===== config.mk =====
export PLATFORM = sky130hd
export DESIGN_NAME = trap_ctrl_flat
export DESIGN_NICKNAME = d
export VERILOG_FILES = /design/src/rtl/trap_ctrl_if.sv /design/src/rtl/trap_ctrl.sv /design/src/flat_wrapper.sv
export SDC_FILE = /design/constraint.sdc
export NUM_CORES = 1
export LEC_CHECK = 0
export BUFFER_PORTS_ARGS = -buffer_cell sky130_fd_sc_hd__buf_2
export CAP_MARGIN = 15
export CELL_PAD_IN_SITES_DETAIL_PLACEMENT = 1
export CELL_PAD_IN_SITES_GLOBAL_PLACEMENT = 2
export CORE_ASPECT_RATIO = 1.5
export CORE_MARGIN = 1
export CORE_UTILIZATION = 28
export DETAILED_ROUTE_END_ITERATION = 7
export GPL_ROUTABILITY_DRIVEN = 0
export PLACE_DENSITY_LB_ADDON = 0.1
export SYNTH_ARGS = -nofsm -noshare
export SYNTH_HDL_FRONTEND = slang
export SYNTH_SLANG_ARGS = --single-unit

===== constraint.sdc =====
create_clock -name clk -period 4.4 [get_ports clk]
set_input_delay 0.44 -clock clk [delete_from_list [all_inputs] [get_ports clk]]
set_output_delay 0.44 -clock clk [all_outputs]
set_load 0.01 [all_outputs]

===== src/rtl/trap_ctrl_if.sv =====
// Signal bundle between the M stage / CSR file and the trap controller.
// The slave modport is the controller's view; master is the pipeline side.
interface trap_ctrl_if;
    logic [31:0] pc_m;
    logic        exc_valid;
    logic [3:0]  exc_code;
    logic        irq_ext;
    logic        irq_timer;
    logic        mret;
    logic [31:0] mstatus_i;
    logic [31:0] mie_i;
    logic [31:0] mtvec_i;
    logic [31:0] mepc_i;
    logic        csr_wr_en;
    logic [11:0] csr_addr;
    logic [31:0] csr_wdata;
    logic        stall;
    logic        flush;
    logic        pc_redirect;
    logic [31:0] redirect_pc;
    logic        busy;

    modport slave (
        input  pc_m, exc_valid, exc_code, irq_ext, irq_timer, mret,
        input  mstatus_i, mie_i, mtvec_i, mepc_i,
        output csr_wr_en, csr_addr, csr_wdata,
        output stall, flush, pc_redirect, redirect_pc, busy
    );

    modport master (
        output pc_m, exc_valid, exc_code, irq_ext, irq_timer, mret,
        output mstatus_i, mie_i, mtvec_i, mepc_i,
        input  csr_wr_en, csr_addr, csr_wdata,
        input  stall, flush, pc_redirect, redirect_pc, busy
    );
endinterface


===== src/rtl/trap_ctrl.sv =====
// Machine-mode trap/MRET sequencer: serialises mepc/mcause/mstatus writes, then redirects the PC.
// Optional macro TRAP_VECTORED_EN enables vectored interrupt targets (mtvec mode 2'b01).
module trap_ctrl (
    input  logic        clk,
    input  logic        reset,
    trap_ctrl_if.slave  bus
);

    typedef enum logic [2:0] {
        IDLE        = 3'd0,
        WR_EPC      = 3'd1,
        WR_CAUSE    = 3'd2,
        WR_STATUS   = 3'd3,
        MRET_STATUS = 3'd4,
        REDIRECT    = 3'd5
    } state_t;

    localparam logic [11:0] CSR_MSTATUS = 12'h300;
    localparam logic [11:0] CSR_MEPC    = 12'h341;
    localparam logic [11:0] CSR_MCAUSE  = 12'h342;

    state_t      state_q, state_d;
    logic [31:0] epc_q, epc_d;
    logic [31:0] cause_q, cause_d;
    logic [31:0] target_q, target_d;

    logic        take_ext_s;
    logic        take_tim_s;
    logic [31:0] base_s;
    logic [31:0] trap_vec_s;
    logic        csr_wr_en_s;
    logic [11:0] csr_addr_s;
    logic [31:0] csr_wdata_s;
    logic        stall_s;
    logic        flush_s;
    logic        pc_redirect_s;
    logic [31:0] redirect_pc_s;
    logic        unused_s;

    function automatic logic [31:0] status_on_trap(input logic [31:0] m);
        logic [31:0] r;
        r        = m;
        r[12:11] = 2'b11;
        r[7]     = m[3];
        r[3]     = 1'b0;
        return r;
    endfunction

    function automatic logic [31:0] status_on_mret(input logic [31:0] m);
        logic [31:0] r;
        r    = m;
        r[3] = m[7];
        r[7] = 1'b1;
        return r;
    endfunction

    assign take_ext_s = bus.mstatus_i[3] & bus.irq_ext   & bus.mie_i[11];
    assign take_tim_s = bus.mstatus_i[3] & bus.irq_timer & bus.mie_i[7];
    assign base_s     = {bus.mtvec_i[31:2], 2'b00};
    assign unused_s   = ^{bus.mie_i[31:12], bus.mie_i[10:8], bus.mie_i[6:0], bus.mtvec_i[1:0]};

    // Trap target: base, or base + 4*code for vectored interrupts when enabled.
    always_comb begin
        trap_vec_s = base_s;
`ifdef TRAP_VECTORED_EN
        if (cause_q[31] && (bus.mtvec_i[1:0] == 2'b01)) begin
            trap_vec_s = base_s + {26'd0, cause_q[3:0], 2'b00};
        end else begin
            trap_vec_s = base_s;
        end
`endif
    end

    // Next-state, latch updates and per-state outputs.
    always_comb begin
        state_d       = state_q;
        epc_d         = epc_q;
        cause_d       = cause_q;
        target_d      = target_q;
        csr_wr_en_s   = 1'b0;
        csr_addr_s    = 12'h000;
        csr_wdata_s   = 32'h0000_0000;
        stall_s       = 1'b0;
        flush_s       = 1'b0;
        pc_redirect_s = 1'b0;
        redirect_pc_s = 32'h0000_0000;
        case (state_q)
            IDLE: begin
                if (bus.exc_valid) begin
                    epc_d   = bus.pc_m;
                    cause_d = {1'b0, 27'd0, bus.exc_code};
                    state_d = WR_EPC;
                    stall_s = 1'b1;
                end else if (take_ext_s) begin
                    epc_d   = bus.pc_m;
                    cause_d = {1'b1, 27'd0, 4'd11};
                    state_d = WR_EPC;
                    stall_s = 1'b1;
                end else if (take_tim_s) begin
                    epc_d   = bus.pc_m;
                    cause_d = {1'b1, 27'd0, 4'd7};
                    state_d = WR_EPC;
                    stall_s = 1'b1;
                end else if (bus.mret) begin
                    state_d = MRET_STATUS;
                    stall_s = 1'b1;
                end else begin
                    state_d = IDLE;
                end
            end
            WR_EPC: begin
                csr_wr_en_s = 1'b1;
                csr_addr_s  = CSR_MEPC;
                csr_wdata_s = epc_q;
                stall_s     = 1'b1;
                state_d     = WR_CAUSE;
            end
            WR_CAUSE: begin
                csr_wr_en_s = 1'b1;
                csr_addr_s  = CSR_MCAUSE;
                csr_wdata_s = cause_q;
                stall_s     = 1'b1;
                state_d     = WR_STATUS;
            end
            WR_STATUS: begin
                csr_wr_en_s = 1'b1;
                csr_addr_s  = CSR_MSTATUS;
                csr_wdata_s = status_on_trap(bus.mstatus_i);
                stall_s     = 1'b1;
                target_d    = trap_vec_s;
                state_d     = REDIRECT;
            end
            MRET_STATUS: begin
                csr_wr_en_s = 1'b1;
                csr_addr_s  = CSR_MSTATUS;
                csr_wdata_s = status_on_mret(bus.mstatus_i);
                stall_s     = 1'b1;
                target_d    = bus.mepc_i;
                state_d     = REDIRECT;
            end
            REDIRECT: begin
                pc_redirect_s = 1'b1;
                flush_s       = 1'b1;
                redirect_pc_s = target_q;
                stall_s       = 1'b1;
                state_d       = IDLE;
            end
            default: begin
                state_d = IDLE;
            end
        endcase
    end

    // State and latched trap context.
    always_ff @(posedge clk or posedge reset) begin
        if (reset) begin
            state_q  <= IDLE;
            epc_q    <= 32'h0000_0000;
            cause_q  <= 32'h0000_0000;
            target_q <= 32'h0000_0000;
        end else begin
            state_q  <= state_d;
            epc_q    <= epc_d;
            cause_q  <= cause_d;
            target_q <= target_d;
        end
    end

    // stall is the only input-dependent output, so it alone needs reset gating.
    assign bus.stall       = stall_s & ~reset;
    assign bus.csr_wr_en   = csr_wr_en_s;
    assign bus.csr_addr    = csr_addr_s;
    assign bus.csr_wdata   = csr_wdata_s;
    assign bus.flush       = flush_s;
    assign bus.pc_redirect = pc_redirect_s;
    assign bus.redirect_pc = redirect_pc_s;
    assign bus.busy        = (state_q != IDLE);

endmodule


===== src/flat_wrapper.sv =====
// flat-port wrapper written by rule: the top's interface ports become plain ports
module trap_ctrl_flat 
  (clk, reset, bus_pc_m, bus_exc_valid, bus_exc_code, bus_irq_ext, bus_irq_timer, bus_mret, bus_mstatus_i, bus_mie_i, bus_mtvec_i, bus_mepc_i, bus_csr_wr_en, bus_csr_addr, bus_csr_wdata, bus_stall, bus_flush, bus_pc_redirect, bus_redirect_pc, bus_busy);
  trap_ctrl_if bus_i ();
  input  logic clk;
  input  logic reset;
  input wire logic [$bits(bus_i.pc_m)-1:0] bus_pc_m;
  input wire logic [$bits(bus_i.exc_valid)-1:0] bus_exc_valid;
  input wire logic [$bits(bus_i.exc_code)-1:0] bus_exc_code;
  input wire logic [$bits(bus_i.irq_ext)-1:0] bus_irq_ext;
  input wire logic [$bits(bus_i.irq_timer)-1:0] bus_irq_timer;
  input wire logic [$bits(bus_i.mret)-1:0] bus_mret;
  input wire logic [$bits(bus_i.mstatus_i)-1:0] bus_mstatus_i;
  input wire logic [$bits(bus_i.mie_i)-1:0] bus_mie_i;
  input wire logic [$bits(bus_i.mtvec_i)-1:0] bus_mtvec_i;
  input wire logic [$bits(bus_i.mepc_i)-1:0] bus_mepc_i;
  output wire logic [$bits(bus_i.csr_wr_en)-1:0] bus_csr_wr_en;
  output wire logic [$bits(bus_i.csr_addr)-1:0] bus_csr_addr;
  output wire logic [$bits(bus_i.csr_wdata)-1:0] bus_csr_wdata;
  output wire logic [$bits(bus_i.stall)-1:0] bus_stall;
  output wire logic [$bits(bus_i.flush)-1:0] bus_flush;
  output wire logic [$bits(bus_i.pc_redirect)-1:0] bus_pc_redirect;
  output wire logic [$bits(bus_i.redirect_pc)-1:0] bus_redirect_pc;
  output wire logic [$bits(bus_i.busy)-1:0] bus_busy;
  assign bus_i.pc_m = bus_pc_m;
  assign bus_i.exc_valid = bus_exc_valid;
  assign bus_i.exc_code = bus_exc_code;
  assign bus_i.irq_ext = bus_irq_ext;
  assign bus_i.irq_timer = bus_irq_timer;
  assign bus_i.mret = bus_mret;
  assign bus_i.mstatus_i = bus_mstatus_i;
  assign bus_i.mie_i = bus_mie_i;
  assign bus_i.mtvec_i = bus_mtvec_i;
  assign bus_i.mepc_i = bus_mepc_i;
  assign bus_csr_wr_en = bus_i.csr_wr_en;
  assign bus_csr_addr = bus_i.csr_addr;
  assign bus_csr_wdata = bus_i.csr_wdata;
  assign bus_stall = bus_i.stall;
  assign bus_flush = bus_i.flush;
  assign bus_pc_redirect = bus_i.pc_redirect;
  assign bus_redirect_pc = bus_i.redirect_pc;
  assign bus_busy = bus_i.busy;
  trap_ctrl u_core (.clk(clk), .reset(reset), .bus(bus_i));
endmodule

# After elaboration in Yosys (flattened, before gate mapping)
# Cells that the tools add are included.
totals:
  reg_bits: 99
  in_bits: 170
classes:
  eq_ne: 5
  n_mux: 22
  n_bitwise: 6
  reduce_logical: 8
ops:
  columns: ["op", "count"]
  rows:
  - ["$mux 32", 7]
  - ["$pmux 32 s4", 1]
  - ["$pmux 32 s2", 1]
  - ["$pmux 10 s3", 1]
  - ["$mux 3", 4]
  - ["$pmux 3 s4", 1]
  - ["$eq 3x2->1 const B", 2]
  - ["$eq 3x3->1 const B", 2]
  - ["$mux 1", 6]
  - ["$reduce_bool 3->1", 2]
  - ["$and 1x1->1", 5]
  - ["$reduce_or 5->1", 1]
  - ["$reduce_or 4->1", 1]
  - ["$eq 3x1->1 const B", 1]
  - ["$logic_not 3->1", 1]
  - ["$pmux 1 s2", 1]
  - ["$reduce_and 2->1", 1]
  - ["$reduce_bool 2->1", 1]
  - ["$reduce_or 2->1", 1]
  - ["$not 1->1", 1]

# Longest topological paths before layout
# Gate-level depths: netlist of the first run.
logic_depth:
  word_depth: 7
  depth_mapped: 7
  mapped_depth_nobuf: 3

# Worst setup path before layout of the first run
# Ideal clock, no wire load.
synth_path:
  kind: "register to output"
  from: "reg u_core.state_q[0]"
  to: "out bus_csr_wdata[17]"
  t_arrival_ns: 1.409
  t_required_ns: 3.960
  setup_slack_ns: 2.551
  stages_incl_launch_ff: 7
  cell_sequence: "dfrtp_1 > nor2b_1 > buf_2 > a21o_1 > buf_4 > buf_2 > a22o_1"
synth_via:
  elab_chain_cells: 2
  word_cells_on_any_way: 5
  classes_between: "4 x eq/ne; 1 x mux"
synth_rtl:
  columns: ["item", "line", "rtl"]
  rows:
  - ["start: declaration", "trap_ctrl.sv:22", "state_t state_q, state_d;"]
  - ["start signal: assignment", "trap_ctrl.sv:162", "state_q <= state_d;"]
  - ["$eq 3x3->1, or another cell as far along", "trap_ctrl.sv:87", "case (state_q)"]
  - ["$pmux 32 s4 *", "trap_ctrl.sv:87", null]
  - ["end: declaration", "flat_wrapper.sv:19", "output wire logic [$bits(bus_i.csr_wdata)-1:0] bus_csr_wdata;"]
# Mark *: on every way between the ends. The rest lies on a longest branch, timed or not.

# Worst setup path after layout of the first run
layout_path:
  from: "reg u_core.state_q[0]"
  to: "out bus_csr_wdata[25]"
# Same word-level chain as after synthesis.

==> results of run 1 <==
logic make-up after synthesis:
| kind of cell | after synthesis |
|---|---|
| mux | 99 |
| flops | 72 |
| simple gates | 60 |
| compound gates | 53 |
| buf+inv | 46 |
| other cells | 1 |
worst paths after layout:
check	from	end	slack, ps	cells after the start
max in group asynchronous	reset	u_core.target_q[5]	3300	3
setup reg to reg	u_core.state_q[0]	u_core.epc_q[17]	1720	4
min in group clk	bus_pc_m[19]	u_core.epc_q[19]	330	2
hold / removal	reset	u_core.cause_q[1]	240	2
setup / recovery	u_core.state_q[0]	bus_csr_wdata[25]	1640	6
hold reg to reg	u_core.target_q[3]	u_core.target_q[3]	480	1
routing by layer:
metal  GRT usage, %  vias up  wire [um]
met2           29.2      130       6370
met4           4.93        2        144
met1           17.3     1599       4420
met3           4.98       12        873
met5              0        -         10
li1               -     1571          -
worst max-delay path, cell delays in order (launching register included):
cell and delay [ps]:
dfrtp_1 700, nor2b_1 220, buf_4 170, nor2b_2 410, buf_16 210, a22o_1 140
buf_2 130
power breakdown:
part	switching [W]	internal [W]	leakage [nW]
sequential	0.000217	0.00101	0.848
clock	0.000288	0.000380	0.123
combinational	0.000903	0.00106	1.91
state kept, by name, summed over array words and instances (netlist names):
register,count
u_core.epc_q,32
u_core.state_q,3
u_core.cause_q,5
u_core.target_q,32
cell type report:
cell class | count | share of cell area (%)
clock inverter | 7 | 0.880
inverter | 5 | 0.361
clock buffer | 9 | 4.06
multi-input combinational | 219 | 37.1
tap | 196 | 4.42
sequential | 72 | 32.5
timing repair buffer | 220 | 20.6
placed cells by master (no fill, tap or decap):
master      count
a21o_2          1
mux2_1          7
nor2_1          3
o211a_2         1
nor2b_1         2
buf_16          1
inv_1           4
nor3b_4         1
clkinv_4        1
o21ai_0         7
a211oi_1        3
clkbuf_16       9
a31o_2          1
and2_1          2
a22o_1         27
a22oi_1         5
o21a_1          3
dfrtp_1        72
buf_4           8
and3_1         32
conb_1          7
nand3b_1        2
and4b_1         1
or2_2           2
mux2i_1         2
nor4_1          1
a21oi_1         5
clkinv_2        3
nor3_4          1
nand2_1        10
buf_2         211
nor3b_1         1
mux2_2         54
mux2_4         36
clkinvlp_4      4
nor2b_2         2
metrics by stage:
step	worst slack [ps]	total power [W]
after detailed placement	1550	0.00320
after global placement	1570	0.00316
after global routing	1480	0.00416
after CTS	1170	0.00391
final	1640	0.00386
after floorplan	2140	0.00269
==> results.json, run 1 <==
{
  "drc": 0,
  "stdcell_area_sq_um": 5540,
  "syn_area_per_cell_sq_um": 12.6,
  "multiInputGateArea_sq_um": 2060,
  "critPathKind": "flip-flop to output pin",
  "p_per_area_nw_per_um2": 696,
  "dpl_cell_area_sq_um": 5240,
  "synth_xor_area_share_pct": 0,
  "finalHoldViolCount": 0,
  "clockBufferDepth": 2,
  "drive_gt1_share_pct": 63.2,
  "drv_slew": 0,
  "num_io_pins": 251,
  "tritoncts": "yes",
  "cts_num_sinks": 72,
  "grt_util_all_layers_pct": 16.0,
  "holdCritPathClass": "input pin to asynchronous set/reset pin",
  "cp.arrival_ps": 2320,
  "grt_first_pass_wirelength_um": 18400,
  "synth_common_cells": "72 x dfrtp_1, 54 x mux2_2, 36 x mux2_4",
  "syn2layout_area_growth_pct": 33.2,
  "cts.clk_slew.worst_paths_ps": 60,
  "endpoint_kind": "output pin",
  "root_buffer": "clkbuf_16",
  "dp_hpwl_um": 8760,
  "syn_area_sq_um": 4160,
  "status": "complete, no violations",
  "cap_violations": 0,
  "grt-ovfl-total": 0,
  "syn_inst": 331,
  "period_needed_ps": 2760,
  "synth.area.mux_share_pct": 30.0,
  "vias": 3314,
  "die_area_sq_um": 15400,
  "synth_top_family_by_area": "multiplexers",
  "final_nets": 697,
  "postCtsSetupBuffers": 0,
  "rsz0062_at_grt": "false",
  "yosysTopAreaCell": "dfrtp_1",
  "ys_seq_area_share_pct": 43.3,
  "ant_nets": 0,
  "dp_cells": 711,
  "synth_compound_area_share_pct": 9.74,
  "synthAdderAreaFrac_pct": 0,
  "crit_fanout": 20,
  "port_buffers": 211,
  "synth_top_area_share_pct": 43.3,
  "antenna_found_initial": 1,
  "synth_seq_cells": 72,
  "tns_ps": 0,
  "tightest_slew_ps": 924,
  "yosys_warnings": 0,
  "htree_levels": 3,
  "fill_cells": 1664,
  "stdcell_count": 728,
  "synth_edf_count": 0,
  "dr.pass1.iters": 4,
  "max_freq_ghz": 0.363,
  "n_antenna_cell": 0,
  "avgRoutedWirePerCell_um": 16.2,
  "worstPathRequired_ps": 3960,
  "grt_pass1_vias": 3582,
  "cts_resized": 0,
  "finalCoreUtilization_pct": 38.2,
  "irDropWorstVdd_mv": 0.246,
  "die_w_um": 102,
  "static-leakage-power_nw": 2.88,
  "whs_ps": 243,
  "timing.final.crit_share_pct": 62.7,
  "start_util_pct": 28.7,
  "vias_per_cell": 4.55,
  "hold_buffers": 0,
  "coreArea_sq_um": 14500,
  "row_count": 54,
  "yosysMostFrequentCell": "dfrtp_1",
  "cts_made_buffers": 9,
  "async_flop_share_pct": 100,
  "setup_violations": 0,
  "dieHeight_um": 151,
  "ys.flop_type": "dfrtp_1",
  "finalClockSkew_ps": 10.1,
  "yosys.area_share.simple_pct": 8.81,
  "clk_latency_ps": 340,
  "routed_wl_um": 11800,
  "drtIter0Drc": 43,
  "grt_max_degree": 46,
  "startpoint_type": "flip-flop",
  "max_slew_margin_pct": 38.4,
  "yosysUniqueCellTypes": 34,
  "ff_latch_area_sq_um": 1800,
  "netlist_top_cells_area": "dfrtp_1 43%, mux2_2 15%, mux2_4 13%, a22o_1 5.7%, and3_1 4.8%"
}
(Power assumes the default switching activity.)
==> run 2, diff against run 1 <==
ABC_AREA = 1   (was default)
CORE_UTILIZATION = 21   (was 28)
clock period = 2.55 ns   (was 4.4 ns; I/O delays follow)
==> results.json, run 2 <==
{
  "status": "complete, no violations",
  "drive_gt1_share_pct": 30.9,
  "tritoncts": "yes",
  "max_freq_ghz": 0.469,
  "rsz0062_at_grt": "false",
  "cap_violations": 0,
  "timing.final.crit_share_pct": 83.7,
  "final_cell_mix": "234 x nand2_1, 211 x buf_2, 72 x dfrtp_1",
  "vias": 4235,
  "hold_buffers": 0,
  "syn2layout_area_growth_pct": 37.9,
  "start_util_pct": 21.4,
  "critPathKind": "flip-flop to output pin",
  "synth_edf_count": 0,
  "coreArea_sq_um": 18500,
  "switching_power_w": 0.00261,
  "syn_inst": 583,
  "vias_per_cell": 4.09,
  "row_count": 61,
  "p_int_w": 0.00336,
  "ys.flop_type": "dfrtp_1",
  "die_w_um": 114,
  "p_per_area_nw_per_um2": 1100,
  "ant_nets": 0,
  "yosysTopAreaCell": "dfrtp_1",
  "pwr-share-clk_pct": 18.8,
  "cts_made_buffers": 9,
  "root_buffer": "clkbuf_16",
  "syn_area_per_cell_sq_um": 6.77,
  "async_flop_share_pct": 100,
  "grt_first_pass_wirelength_um": 21700,
  "finalClockSkew_ps": 8.84,
  "htree_levels": 3,
  "cts_resized": 0,
  "holdCritPathClass": "input pin to asynchronous set/reset pin",
  "antenna_found_initial": 1,
  "ys_seq_area_share_pct": 45.7,
  "final_nets": 948,
  "irDropWorstVdd_mv": 0.383,
  "sw_frac_of_total_pct": 43.8,
  "period_needed_ps": 2130,
  "routed_wl_um": 13500,
  "yosys_warnings": 0,
  "setup_violations": 0,
  "cp.arrival_ps": 1880,
  "cts_num_sinks": 72,
  "p_comb_share_pct": 47.5,
  "tns_ps": 0,
  "r2r_cells": 6,
  "crit_fanout": 34,
  "drtIter0Drc": 107,
  "die_area_sq_um": 19300,
  "clockBufferDepth": 2,
  "synth_common_cells": "234 x nand2_1, 72 x dfrtp_1, 70 x inv_1",
  "static-leakage-power_nw": 3.29,
  "dpl_cell_area_sq_um": 5180,
  "top_regs": "u_core.epc_q (32), u_core.target_q (32), u_core.cause_q (5)",
  "grt_max_degree": 62,
  "pwr-share-seq_pct": 33.7,
  "syn_area_sq_um": 3950,
  "netlist_top_cells_area": "dfrtp_1 46%, nand2_1 22%, inv_1 6.7%, nand3_1 5.7%, o21ai_0 4.7%",
  "finalHoldViolCount": 0,
  "dp_hpwl_um": 10000,
  "grt-ovfl-total": 0,
  "tightest_slew_ps": 949,
  "synth_top_area_share_pct": 45.7,
  "drv_slew": 0,
  "synth_seq_cells": 72,
  "pre_cts_slack_ps": 647,
  "postCtsSetupBuffers": 0,
  "port_buffers": 211,
  "yosysUniqueCellTypes": 16,
  "final_common_cell": "nand2_1",
  "stdcell_area_sq_um": 5440,
  "drc": 0,
  "endpoint_kind": "output pin",
  "setup_ws_ps": 416,
  "cts.clk_slew.worst_paths_ps": 60,
  "yosysMostFrequentCell": "nand2_1",
  "avgRoutedWirePerCell_um": 13.0,
  "dieHeight_um": 170,
  "clk_latency_ps": 330,
  "worstPathRequired_ps": 2300,
  "grt_pass1_vias": 4354,
  "grt_util_all_layers_pct": 14.3,
  "num_io_pins": 251,
  "max_slew_margin_pct": 36.6,
  "dr.pass1.iters": 4,
  "startpoint_type": "flip-flop"
}
## run 2: changes by cell type in the layout (fill, tap and decap cells not counted), sizes merged, moves of 27 or more
cell,delta
mux2,-97
o21ai,+63
inv,+69
nor2,+39
and3,-32
nand2,+226
nand3,+45
a22o,-27
## run 2: cell type report
type | instances | area (sq um)
Clock inverter | 4 | 22.5
Sequential cell | 72 | 1800
Fill cell | 2437 | 13000
Inverter | 74 | 279
Tap cell | 252 | 315
Multi-Input combinational cell | 402 | 1670
Timing Repair Buffer | 219 | 1120
Antenna cell | 1 | 2.50
Clock buffer | 11 | 233
## run 2: path summary, 6_finish.rpt
| path | from | endpoint | slack [ps] |
|---|---|---|---|
| setup / recovery | u_core.state_q[0] | bus_csr_addr[6] | 420 |
| hold / removal | reset | u_core.target_q[7] | 40 |
| setup reg to reg | u_core.state_q[1] | u_core.state_q[2] | 670 |
| hold reg to reg | u_core.epc_q[8] | u_core.epc_q[8] | 470 |
| max in group asynchronous | reset | u_core.epc_q[1] | 1760 |
| min in group clk | bus_mepc_i[1] | u_core.target_q[1] | 140 |
## run 2: cells by family (layout without fill, tap and decap cells)
family / after synthesis / count (layout) / synth area share (%)
AO/OA/AOI/OAI: 71 / 71 / 9.01
buffers and inverters: 115 / 308 / 12.6
flip-flops: 72 / 72 / 45.7
other: 1 / 8 / 0.0951
AND/OR/NAND/NOR: 324 / 324 / 32.6
## run 2: layer usage
| metal | GRT usage (%) | share of wire [%] | wire [um] | up-vias |
|---|---|---|---|---|
| li1 | - | - | - | 2143 |
| met1 | 15.9 | 42 | 5650 | 1960 |
| met2 | 27.0 | 51 | 6940 | 125 |
| met3 | 3.06 | 5.6 | 749 | 7 |
| met4 | 4.07 | 1.1 | 151 | 0 |
| met5 | 0 | 0 | 0 | - |
## run 2: critical path: stages, from the launching register on
cell and delay (ps):
dfrtp_1 470, nand2_1 140, nor2_2 90, buf_4 350, inv_1 140, o21ai_0 160
buf_2 210
## run 2: metrics by stage
stage | instances | util, % | power (W) | hold WS [ps]
after CTS | 1034 | 29.4 | 0.00616 | 67.0
after global placement | 1019 | 28.1 | 0.00488 | 430
after detailed placement | 1019 | 28.1 | 0.00498 | 430
after floorplan | 589 | - | 0.00395 | 350
final | 1035 | 29.4 | 0.00597 | 37.6
after global routing | 1034 | 29.4 | 0.00662 | 93.9
## run 2: power by group through the flow
stage                     Sequential (W)  Clock, W  Combinational [W]
after floorplan                  0.00195         0            0.00200
after global placement           0.00200         0            0.00288
after detailed placement         0.00203         0            0.00295
after CTS                        0.00202   0.00119            0.00296
after global routing             0.00210   0.00121            0.00330
final                            0.00201   0.00112            0.00284
==> run 3, diff against run 2 <==
ABC_AREA = 0   (was 1)
CORE_UTILIZATION = 26   (was 21)
clock period = 2.2 ns   (was 2.55 ns; I/O delays follow)
==> results.json, run 3 (synthesis results as in run 1) <==
{
  "ant_nets": 0,
  "ff_latch_area_sq_um": 1800,
  "htree_levels": 3,
  "port_buffers": 211,
  "grt_first_pass_wirelength_um": 20300,
  "syn2layout_area_growth_pct": 37.5,
  "drc": 0,
  "whs_ps": 112,
  "p_int_w": 0.00527,
  "final_cell_mix": "211 x buf_2, 70 x dfrtp_1, 54 x mux2_2",
  "rsz0062_at_grt": "false",
  "sw_frac_of_total_pct": 35.4,
  "fill_cells": 1790,
  "holdCritPathClass": "input pin to flip-flop",
  "cts_num_sinks": 72,
  "top_usage_layer": "met2",
  "max_stage_delay_ps": 460,
  "num_io_pins": 251,
  "met1_usage_pct": 16.5,
  "crit_path_cell_trace": "nor2b_2, a21o_2, buf_12, a22o_1, buf_2",
  "crit_fanout": 35,
  "coreArea_sq_um": 15600,
  "grtUsageMet3_pct": 5.01,
  "static-leakage-power_nw": 2.97,
  "final_common_cell": "buf_2",
  "endpoint_kind": "output pin",
  "period_needed_ps": 2080,
  "cts_made_buffers": 9,
  "startpoint_type": "flip-flop",
  "n_antenna_cell": 0,
  "row_count": 56,
  "pwr-share-clk_pct": 19.4,
  "multiInputGateArea_sq_um": 2060,
  "final_nets": 710,
  "grt_pass1_vias": 3806,
  "grt_max_degree": 36,
  "avgRoutedWirePerCell_um": 16.7,
  "setup_violations": 0,
  "dieHeight_um": 157,
  "status": "complete, no violations",
  "clk_latency_ps": 330,
  "die_area_sq_um": 16500,
  "clockBufferDepth": 2,
  "cp.arrival_ps": 1860,
  "drtIter0Drc": 82,
  "worstPathRequired_ps": 1980,
  "grt_util_all_layers_pct": 15.8,
  "grt-ovfl-total": 0,
  "tns_ps": 0,
  "p_comb_share_pct": 50.8,
  "crit_slowest_cell": "dfrtp_2",
  "grt_util_met2_pct": 30.0,
  "max_freq_ghz": 0.481,
  "root_buffer": "clkbuf_16",
  "cap_violations": 0,
  "routed_wl_um": 12500,
  "finalHoldViolCount": 0,
  "drive_gt1_share_pct": 64.4,
  "irDropWorstVdd_mv": 0.490,
  "cts.clk_slew.worst_paths_ps": 60,
  "critPathKind": "flip-flop to output pin",
  "vias": 3367,
  "die_w_um": 105,
  "dp_hpwl_um": 9420,
  "timing.final.crit_share_pct": 94.5,
  "switching_power_w": 0.00288,
  "finalClockSkew_ps": 7.85,
  "total_power_w": 0.00815,
  "p_per_area_nw_per_um2": 1420,
  "tritoncts": "yes",
  "antenna_found_initial": 1,
  "vias_per_cell": 4.50,
  "pwr-share-seq_pct": 29.7,
  "start_util_pct": 26.6,
  "drv_slew": 0,
  "dr.pass1.iters": 4,
  "top_regs": "u_core.epc_q (32), u_core.target_q (32), u_core.cause_q (5)"
}
[run 3: metrics by stage]
step           worst slack, ps  cells  cell area [sq um]  util (%)
2_1_floorplan              155    337               4190         -
3_3_place_gp               274    730               5380      34.4
3_5_place_dp               227    730               5380      34.4
4_1_cts                   55.4    748               5720      36.6
5_1_grt                  0.788    748               5730      36.6
6_report                   121    748               5730      36.6
[run 3: final cells by class]
class / count / share of cell area, %
flip-flops and latches: 72 / 31.5
inverters: 5 / 0.350
repair buffers: 233 / 22.1
clock inverters: 7 / 1.68
clock buffers: 9 / 3.93
well taps: 203 / 4.44
multi-input cells: 219 / 36.0
[run 3: per-layer routing]
metal | part of all wire [%] | vias to the layer above
met5 | 0 | -
met4 | 0.91 | 0
met3 | 7.6 | 8
met2 | 54 | 127
met1 | 38 | 1627
li1 | - | 1605
[run 3: critical path, delay by kind of cell, from the launching register on]
kind	cells	cell delay [ps]
AO/OA/AOI/OAI	2	520
AND/OR/NAND/NOR	1	210
flip-flops	1	460
buffers and inverters	2	330
[run 3: final timing paths]
kind / cells after the start / from / slack, ps / to
max reg2reg: 5 / u_core.state_q[1] / 320 / u_core.target_q[6]
min: 2 / bus_pc_m[18] / 110 / u_core.epc_q[18]
max in group asynchronous: 4 / reset / 1080 / u_core.target_q[30]
min reg2reg: 1 / u_core.target_q[5] / 480 / u_core.target_q[5]
max: 5 / u_core.state_q[0] / 120 / bus_csr_wdata[23]
min in group asynchronous: 3 / reset / 470 / u_core.target_q[6]
[run 3: power by group through the flow]
stage | Clock [W] | Combinational, W | Sequential [W]
after floorplan | 0 | 0.00311 | 0.00226
after global placement | 0 | 0.00414 | 0.00240
after detailed placement | 0 | 0.00421 | 0.00242
after CTS | 0.00165 | 0.00425 | 0.00243
after global routing | 0.00169 | 0.00455 | 0.00251
final | 0.00158 | 0.00414 | 0.00242
[run 3: timing repair]
action,in CTS,in global routing
hold buffers,1,0
pin swaps,1,0
gates resized for setup,3,1
gates cloned,0,0
buffers inserted,1,0
endpoints found under the setup margin,52,1
hold endpoints to repair,21,0
